===== src/rtl/clk_div_gen_if.sv =====
// Configuration bus for clk_div_gen: write strobe, channel select and
// per-channel divide/phase values, with the acknowledge/error response.
interface clk_div_gen_if #(
    parameter int NUM_CH = 4,
    parameter int CNT_W  = 8
);
    localparam int CH_W = (NUM_CH > 1) ? $clog2(NUM_CH) : 1;

    logic             cfg_we;
    logic [CH_W-1:0]  cfg_ch;
    logic [CNT_W-1:0] cfg_div;
    logic [CNT_W-1:0] cfg_phase;
    logic             cfg_ack;
    logic             cfg_err;

    modport master (
        output cfg_we, cfg_ch, cfg_div, cfg_phase,
        input  cfg_ack, cfg_err
    );

    modport slave (
        input  cfg_we, cfg_ch, cfg_div, cfg_phase,
        output cfg_ack, cfg_err
    );
endinterface


===== src/rtl/clk_div_gen.sv =====
// Multi-channel programmable clock divider: each channel produces a registered
// 50% duty divided clock with a start delay, plus a global settle/lock indicator.
module clk_div_gen #(
    parameter int                          NUM_CH      = 4,
    parameter int                          CNT_W       = 8,
    parameter int                          LOCK_CYCLES = 16,
    parameter logic [NUM_CH*CNT_W-1:0]     INIT_DIV    = {8'd4, 8'd2, 8'd1, 8'd1},
    parameter logic [NUM_CH*CNT_W-1:0]     INIT_PHASE  = {8'd0, 8'd0, 8'd1, 8'd0}
) (
    input  logic              sys_clk,
    input  logic              sys_rst_n,
    clk_div_gen_if.slave      cfg,
    output logic [NUM_CH-1:0] clk_out,
    output logic [NUM_CH-1:0] clk_en,
    output logic              locked
);
    localparam int CH_W = (NUM_CH > 1) ? $clog2(NUM_CH) : 1;
    localparam int LCW  = (LOCK_CYCLES > 1) ? $clog2(LOCK_CYCLES) : 1;
    localparam logic [LCW-1:0] LOCK_LAST = LCW'(LOCK_CYCLES - 1);

    localparam logic [1:0] MODE_OFF   = 2'd0;
    localparam logic [1:0] MODE_DELAY = 2'd1;
    localparam logic [1:0] MODE_RUN   = 2'd2;

    localparam logic [0:0] ST_SETTLE  = 1'b0;
    localparam logic [0:0] ST_LOCKED  = 1'b1;

    function automatic logic [1:0] start_mode(input logic [CNT_W-1:0] d,
                                              input logic [CNT_W-1:0] p);
        if (d == CNT_W'(0)) begin
            return MODE_OFF;
        end else if (p != CNT_W'(0)) begin
            return MODE_DELAY;
        end else begin
            return MODE_RUN;
        end
    endfunction

    logic           wr_valid_s;
    logic           cfg_ack_r;
    logic           cfg_err_r;
    logic [0:0]     state_r;
    logic [LCW-1:0] lock_cnt_r;
    logic           locked_r;

    assign wr_valid_s  = cfg.cfg_we && (int'(cfg.cfg_ch) < NUM_CH);
    assign cfg.cfg_ack = cfg_ack_r;
    assign cfg.cfg_err = cfg_err_r;
    assign locked      = locked_r;

    // Write response: ack for every strobe, err when the channel index is out of range.
    always_ff @(posedge sys_clk) begin
        if (!sys_rst_n) begin
            cfg_ack_r <= 1'b0;
            cfg_err_r <= 1'b0;
        end else begin
            cfg_ack_r <= cfg.cfg_we;
            cfg_err_r <= cfg.cfg_we && !wr_valid_s;
        end
    end

    // Lock FSM: any accepted write restarts the settle count from zero.
    always_ff @(posedge sys_clk) begin
        if (!sys_rst_n) begin
            state_r    <= ST_SETTLE;
            lock_cnt_r <= LCW'(0);
            locked_r   <= 1'b0;
        end else if (wr_valid_s) begin
            state_r    <= ST_SETTLE;
            lock_cnt_r <= LCW'(0);
            locked_r   <= 1'b0;
        end else begin
            case (state_r)
                ST_SETTLE: begin
                    if (lock_cnt_r == LOCK_LAST) begin
                        state_r  <= ST_LOCKED;
                        locked_r <= 1'b1;
                    end else begin
                        lock_cnt_r <= lock_cnt_r + LCW'(1);
                        locked_r   <= 1'b0;
                    end
                end
                ST_LOCKED: begin
                    locked_r <= 1'b1;
                end
                default: begin
                    state_r    <= ST_SETTLE;
                    lock_cnt_r <= LCW'(0);
                    locked_r   <= 1'b0;
                end
            endcase
        end
    end

    for (genvar i = 0; i < NUM_CH; i++) begin : g_ch
        logic             hit_s;
        logic [CNT_W-1:0] div_r;
        logic [CNT_W-1:0] phase_r;
        logic [CNT_W-1:0] cnt_r;
        logic [CNT_W-1:0] dly_r;
        logic [1:0]       mode_r;
        logic             out_r;
        logic             en_r;

        assign hit_s      = wr_valid_s && (cfg.cfg_ch == CH_W'(i));
        assign clk_out[i] = out_r;
        assign clk_en[i]  = en_r;

        // Channel engine: reset/write reload and restart, otherwise delay then divide.
        always_ff @(posedge sys_clk) begin
            if (!sys_rst_n) begin
                div_r   <= INIT_DIV[i*CNT_W +: CNT_W];
                phase_r <= INIT_PHASE[i*CNT_W +: CNT_W];
                cnt_r   <= CNT_W'(0);
                dly_r   <= INIT_PHASE[i*CNT_W +: CNT_W];
                mode_r  <= start_mode(INIT_DIV[i*CNT_W +: CNT_W], INIT_PHASE[i*CNT_W +: CNT_W]);
                out_r   <= 1'b0;
                en_r    <= 1'b0;
            end else if (hit_s) begin
                div_r   <= cfg.cfg_div;
                phase_r <= cfg.cfg_phase;
                cnt_r   <= CNT_W'(0);
                dly_r   <= cfg.cfg_phase;
                mode_r  <= start_mode(cfg.cfg_div, cfg.cfg_phase);
                out_r   <= 1'b0;
                en_r    <= 1'b0;
            end else begin
                en_r <= 1'b0;
                case (mode_r)
                    MODE_DELAY: begin
                        dly_r <= dly_r - CNT_W'(1);
                        if (dly_r == CNT_W'(1)) begin
                            mode_r <= MODE_RUN;
                        end else begin
                            mode_r <= MODE_DELAY;
                        end
                    end
                    MODE_RUN: begin
                        if (cnt_r == div_r - CNT_W'(1)) begin
                            cnt_r <= CNT_W'(0);
                            out_r <= ~out_r;
                            en_r  <= ~out_r;
                        end else begin
                            cnt_r <= cnt_r + CNT_W'(1);
                        end
                    end
                    default: begin
                        out_r <= 1'b0;
                    end
                endcase
            end
        end
    end
endmodule


===== src/flat_wrapper.sv =====
// flat-port wrapper written by rule: the top's interface ports become plain ports
module clk_div_gen_flat 
#(
    parameter int                          NUM_CH      = 4,
    parameter int                          CNT_W       = 8,
    parameter int                          LOCK_CYCLES = 16,
    parameter logic [NUM_CH*CNT_W-1:0]     INIT_DIV    = {8'd4, 8'd2, 8'd1, 8'd1},
    parameter logic [NUM_CH*CNT_W-1:0]     INIT_PHASE  = {8'd0, 8'd0, 8'd1, 8'd0}
)
  (sys_clk, sys_rst_n, clk_out, clk_en, locked, cfg_cfg_we, cfg_cfg_ch, cfg_cfg_div, cfg_cfg_phase, cfg_cfg_ack, cfg_cfg_err);
  clk_div_gen_if #(.NUM_CH(NUM_CH), .CNT_W(CNT_W)) cfg_i ();
  input  logic sys_clk;
  input  logic sys_rst_n;
  output logic [NUM_CH-1:0] clk_out;
  output logic [NUM_CH-1:0] clk_en;
  output logic locked;
  input wire logic [$bits(cfg_i.cfg_we)-1:0] cfg_cfg_we;
  input wire logic [$bits(cfg_i.cfg_ch)-1:0] cfg_cfg_ch;
  input wire logic [$bits(cfg_i.cfg_div)-1:0] cfg_cfg_div;
  input wire logic [$bits(cfg_i.cfg_phase)-1:0] cfg_cfg_phase;
  output wire logic [$bits(cfg_i.cfg_ack)-1:0] cfg_cfg_ack;
  output wire logic [$bits(cfg_i.cfg_err)-1:0] cfg_cfg_err;
  assign cfg_i.cfg_we = cfg_cfg_we;
  assign cfg_i.cfg_ch = cfg_cfg_ch;
  assign cfg_i.cfg_div = cfg_cfg_div;
  assign cfg_i.cfg_phase = cfg_cfg_phase;
  assign cfg_cfg_ack = cfg_i.cfg_ack;
  assign cfg_cfg_err = cfg_i.cfg_err;
  clk_div_gen #(.NUM_CH(NUM_CH), .CNT_W(CNT_W), .LOCK_CYCLES(LOCK_CYCLES), .INIT_DIV(INIT_DIV), .INIT_PHASE(INIT_PHASE)) u_core (.sys_clk(sys_clk), .sys_rst_n(sys_rst_n), .cfg(cfg_i), .clk_out(clk_out), .clk_en(clk_en), .locked(locked));
endmodule

===== config.mk =====
export PLATFORM = sky130hd
export DESIGN_NAME = clk_div_gen_flat
export DESIGN_NICKNAME = d
export VERILOG_FILES = /design/src/rtl/clk_div_gen_if.sv /design/src/rtl/clk_div_gen.sv /design/src/flat_wrapper.sv
export SDC_FILE = /design/constraint.sdc
export NUM_CORES = 1
export LEC_CHECK = 0
export BUFFER_PORTS_ARGS = -buffer_cell sky130_fd_sc_hd__buf_2
export CAP_MARGIN = 20
export CORE_MARGIN = 1
export CORE_UTILIZATION = 45
export DETAILED_ROUTE_END_ITERATION = 10
export HOLD_SLACK_MARGIN = 0.05
export PLACE_DENSITY_LB_ADDON = 0.05
export SLEW_MARGIN = 40
export SYNTH_ARGS = -nofsm -noshare
export SYNTH_HDL_FRONTEND = slang
export SYNTH_SLANG_ARGS = --single-unit

===== constraint.sdc =====
create_clock -name sys_clk -period 3.6 [get_ports sys_clk]
set_input_delay 0.72 -clock sys_clk [delete_from_list [all_inputs] [get_ports sys_clk]]
set_output_delay 0.72 -clock sys_clk [all_outputs]
set_load 0.03 [all_outputs]

==> impl_results.md <==
- Status: complete, no violations
- Unrepaired setup endpoints after global routing: no
- Launching element type of the critical path: register
- Max-cap violations: 0
- Capture point of the critical path: u_core.g_ch[1].out_r$_SDFFE_PP0P_
- Clock insertion delay at the later pin of the skew report: 0.42 ns
- Number of H-tree levels: 4
- Number of routed nets with antenna violations: 0
- # hold bufs at CTS: 0
- Grt met3 use: 4.764%
- Number of nets in the final layout: 828
- Crit path max-delay family: compound AO/OA/AOI/OAI gates
- Floorplan die area: 14470 um2
- Classification of the worst setup path: register to register
- Filler instances: 1298
- First DRT Iteration DRCs: 310
- Grt met1 use: 29.40%
- Register share of total power: 41.5%
- Biggest area consumer among synthesized cells: dfxtp_1
- Synth Warn #: 0
- Fraction of final layout cells sized beyond drive strength 1: 9.488%
- WP buf/inv: 1
- Sequential cell area: 2362 um2
- Most frequent cells in the layout: dfxtp_1 (118), nand2_1 (116), nor2_1 (70)
- Crit Reg-Reg Endpoint: u_core.g_ch[1].out_r$_SDFFE_PP0P_
- Remaining DRCs: 0
- Area share of the largest cell type after synthesis: 37.51%
- Number of logic stages on the critical path including buffering: 8
- Post-Synthesis Cells: 780
- Max transition margin: 50.61%
- Vias in the first global route: 5274
- Syn nets: 818
- Post-synthesis average cell area: 8.073 um2
- Total routing usage reported by global routing: 23.10%
- Overflow left after global routing: 0
- Final critical path time including I/O delays and setup: 2.460 ns
- Arrival time reported for the critical path endpoint: 2.79 ns
- Cell-by-cell listing of the critical path: inv_1 -> ha_1 -> o21ba_2 -> a221oi_1 -> a41oi_1 -> a211o_1 -> or2_4 -> a221oi_2
- Net Switching: 1.020 mW
- Delay of the slowest cell on the worst path: 0.43 ns
- Top area cells in the synthesized netlist: dfxtp_1 (38%), nand2_1 (6.9%), xor2_1 (6.1%), xnor2_1 (5.4%), a21oi_1 (4.5%)
- Pin count of the biggest net entering global routing: 51
- Flop-to-flop setup slack: 1.14 ns
- Reg-to-reg startpoint: u_core.g_ch[1].div_r[0]$_SDFFE_PN1P_
- Crit share post-route: 68.34%
- Synth Register Bits: 118
- Number of failing hold endpoints at the final stage: 0
- Die Span X: 120.3 um
- Portion of total power attributed to the clock network: 42.0%
- Clock sink count: 118
- Path type of the worst min-delay path: register to register
- # setup viols final: 0
- Power density over the cells: 515.5 nW/um2
- Slew at the pin with the worst max-slew slack: 0.7330 ns
- Part of the power in combinational logic: 16.5%
- Total area of multi-input combinational cells: 3654 um2
- Slowest stage cell on the critical path: dfxtp_1
- Met2 layer usage reported by global route: 37.90%
- Kind of capture point of the worst setup path: register
- Total Power: 3.632 mW
- Detail Placement HPWL: 10710 um
- Leakage power figure: 2.624 nW
- Sum of negative setup slack: 0 ns
- Number of synthesized flops with an enable pin: 0
- Count of TritonRoute iterations in the first routing pass: 4
- Total CTS buffers: 17
- Predominant post-synthesis flop cell: dfxtp_1
- Area overhead of the layout relative to synthesis: 11.88%
- Clock Tree Root: clkbuf_16
- Detailed-route wire length per cell: 15.77 um
- Buffers inserted by post-CTS timing repair: 0
- Gp weighted congestion: 0.8269
- Launch point of the worst path: u_core.g_ch[1].div_r[0]$_SDFFE_PN1P_
- Netlist cell types: 61
- Asr flop ratio synth: 0%
- Core box area: 13450 um2
- Area of the mapped netlist: 6297 um2
- Most common library cell in the layout ignoring fill and taps: dfxtp_1
- Antenna violations before repair: 0
- Via density per instance: 5.565
- Via Count: 5437
- Global-route wire length before repair: 26280 um
- Worst voltage drop across the vdd grid: 0.3032 mV
- Max-slew violation count: 0
- Internal power: 2.612 mW
- CTS tree: yes
- Count of cells along the worst register-to-register path: 8
- Quantity of gates resized following cts: 0
- Number of buffers on the longest clock path: 2
- Starting utilization of the core area: 46.81%
- N_diodes: 0
- Share of synthesized area occupied by flip-flops and latches: 37.51%
- Final routed wirelength across all metal layers: 15410 um
- Die Ht: 120.3 um
- Critical Path Fanout Max: 8
- Number of buffers added on ports: 30
- Busiest layer in global routing: met2
- Maximum clock skew at final layout: 0.003971 ns
- Number of cell rows: 42
- Switch share: 28.09%
- Required time of the critical path: 3.93 ns
- Fmax: 406.5 MHz
- Number of top-level pins: 32
- Clock edge transition at the registers on the reported setup and hold paths: 0.05 ns
## worst min path at each step
stage                     slack (ns)                         startpoint                             end  depth (start not counted)
after CTS                       0.46  u_core.g_ch[1].out_r$_SDFFE_PP0P_  u_core.g_ch[1].en_r$_SDFF_PP0_                          1
after global placement          0.43  u_core.g_ch[1].out_r$_SDFFE_PP0P_  u_core.g_ch[1].en_r$_SDFF_PP0_                          1
after detailed placement        0.46  u_core.g_ch[1].out_r$_SDFFE_PP0P_  u_core.g_ch[1].en_r$_SDFF_PP0_                          1
after floorplan                 0.42  u_core.g_ch[1].out_r$_SDFFE_PP0P_  u_core.g_ch[1].en_r$_SDFF_PP0_                          1
final                           0.46  u_core.g_ch[1].out_r$_SDFFE_PP0P_  u_core.g_ch[1].en_r$_SDFF_PP0_                          1
after global routing            0.48  u_core.g_ch[1].out_r$_SDFFE_PP0P_  u_core.g_ch[1].en_r$_SDFF_PP0_                          1
## registers in the layout, indices dropped and copies added, names as in the netlist
name                count
u_core.g_ch.cnt_r      32
u_core.g_ch.div_r      32
u_core.g_ch.dly_r      32
u_core.g_ch.mode_r      8
u_core.g_ch.en_r        4
u_core.g_ch.out_r       4
u_core.lock_cnt_r       4
u_core.cfg.cfg_ack      1
u_core.locked           1
## cell type report
cell class              count  share of cell area [%]
multi-input cells         593                   51.86
well taps                 176                   3.126
clock inverters             4                  0.2841
clock buffers              26                   7.228
inverters                  26                   1.421
repair buffers             34                   2.557
flip-flops and latches    118                   33.53
## synth_stat cells, types with 3 or more instances
cell,count
a211oi_1,38
a21oi_1,57
a311oi_1,4
a31oi_1,4
a41oi_1,4
and2_1,3
and3_1,8
and4_1,4
buf_4,9
clkbuf_1,31
dfxtp_1,118
ha_1,17
inv_1,25
nand2_1,116
nand2b_1,7
nand3_1,27
nand3b_1,4
nand4_1,14
nand4b_1,3
nor2_1,72
nor2b_1,8
nor3_1,19
nor3b_1,4
nor4_1,15
o2111ai_1,3
o211ai_1,13
o21ai_0,17
o21bai_1,3
or3_1,10
or4_1,4
xnor2_1,39
xor2_1,44
## worst register-to-register path: cells and delay by family (launching register included)
kind                     cells  cell delay (ns)
adder cells (fa/ha/maj)      1             0.32
buffers and inverters        1             0.09
flip-flops                   1             0.43
AO/OA/AOI/OAI                5             1.27
AND/OR/NAND/NOR              1             0.27
## power groups by stage
stage	registers [mW]	logic [mW]	clock network, mW
final	1.51	0.598	1.53
after global routing	1.52	0.684	1.63
after CTS	1.51	0.600	1.56
after detailed placement	1.53	0.592	0
after global placement	1.53	0.579	0
after floorplan	1.51	0.472	0
## stage by stage
| stage | utilization (%) | area (um2) | std cells | setup WS [ns] | hold slack (ns) |
|---|---|---|---|---|---|
| global route | 52.37 | 7046 | 977 | 0.9637 | 0.4791 |
| finish | 52.37 | 7046 | 977 | 1.140 | 0.4593 |
| global placement | 48.32 | 6500 | 947 | 1.178 | 0.4267 |
| floorplan | - | 6297 | 780 | 1.394 | 0.4207 |
| detailed placement | 48.34 | 6502 | 947 | 1.068 | 0.4576 |
| CTS | 52.27 | 7032 | 977 | 1.038 | 0.4643 |
## layer usage
metal  routed length, um  vias up
met5                   0        -
met4                 308        0
met3                 431       30
met2                7415       79
met1                7253     2561
li1                    -     2767
## cells by family after synthesis
| group | count (synthesis) | share of synthesized area (%) |
|---|---|---|
| and+or+nand+nor | 329 | 25.41 |
| AOI/OAI and AO/OA | 161 | 16.87 |
| DFF | 118 | 37.51 |
| xor gates and xnor gates | 84 | 11.92 |
| buffers and inverters | 69 | 4.689 |
| adders and majority gates | 17 | 3.378 |
| other | 1 | 0.05955 |
| muxes | 1 | 0.1590 |
(Power assumes the default switching activity.)
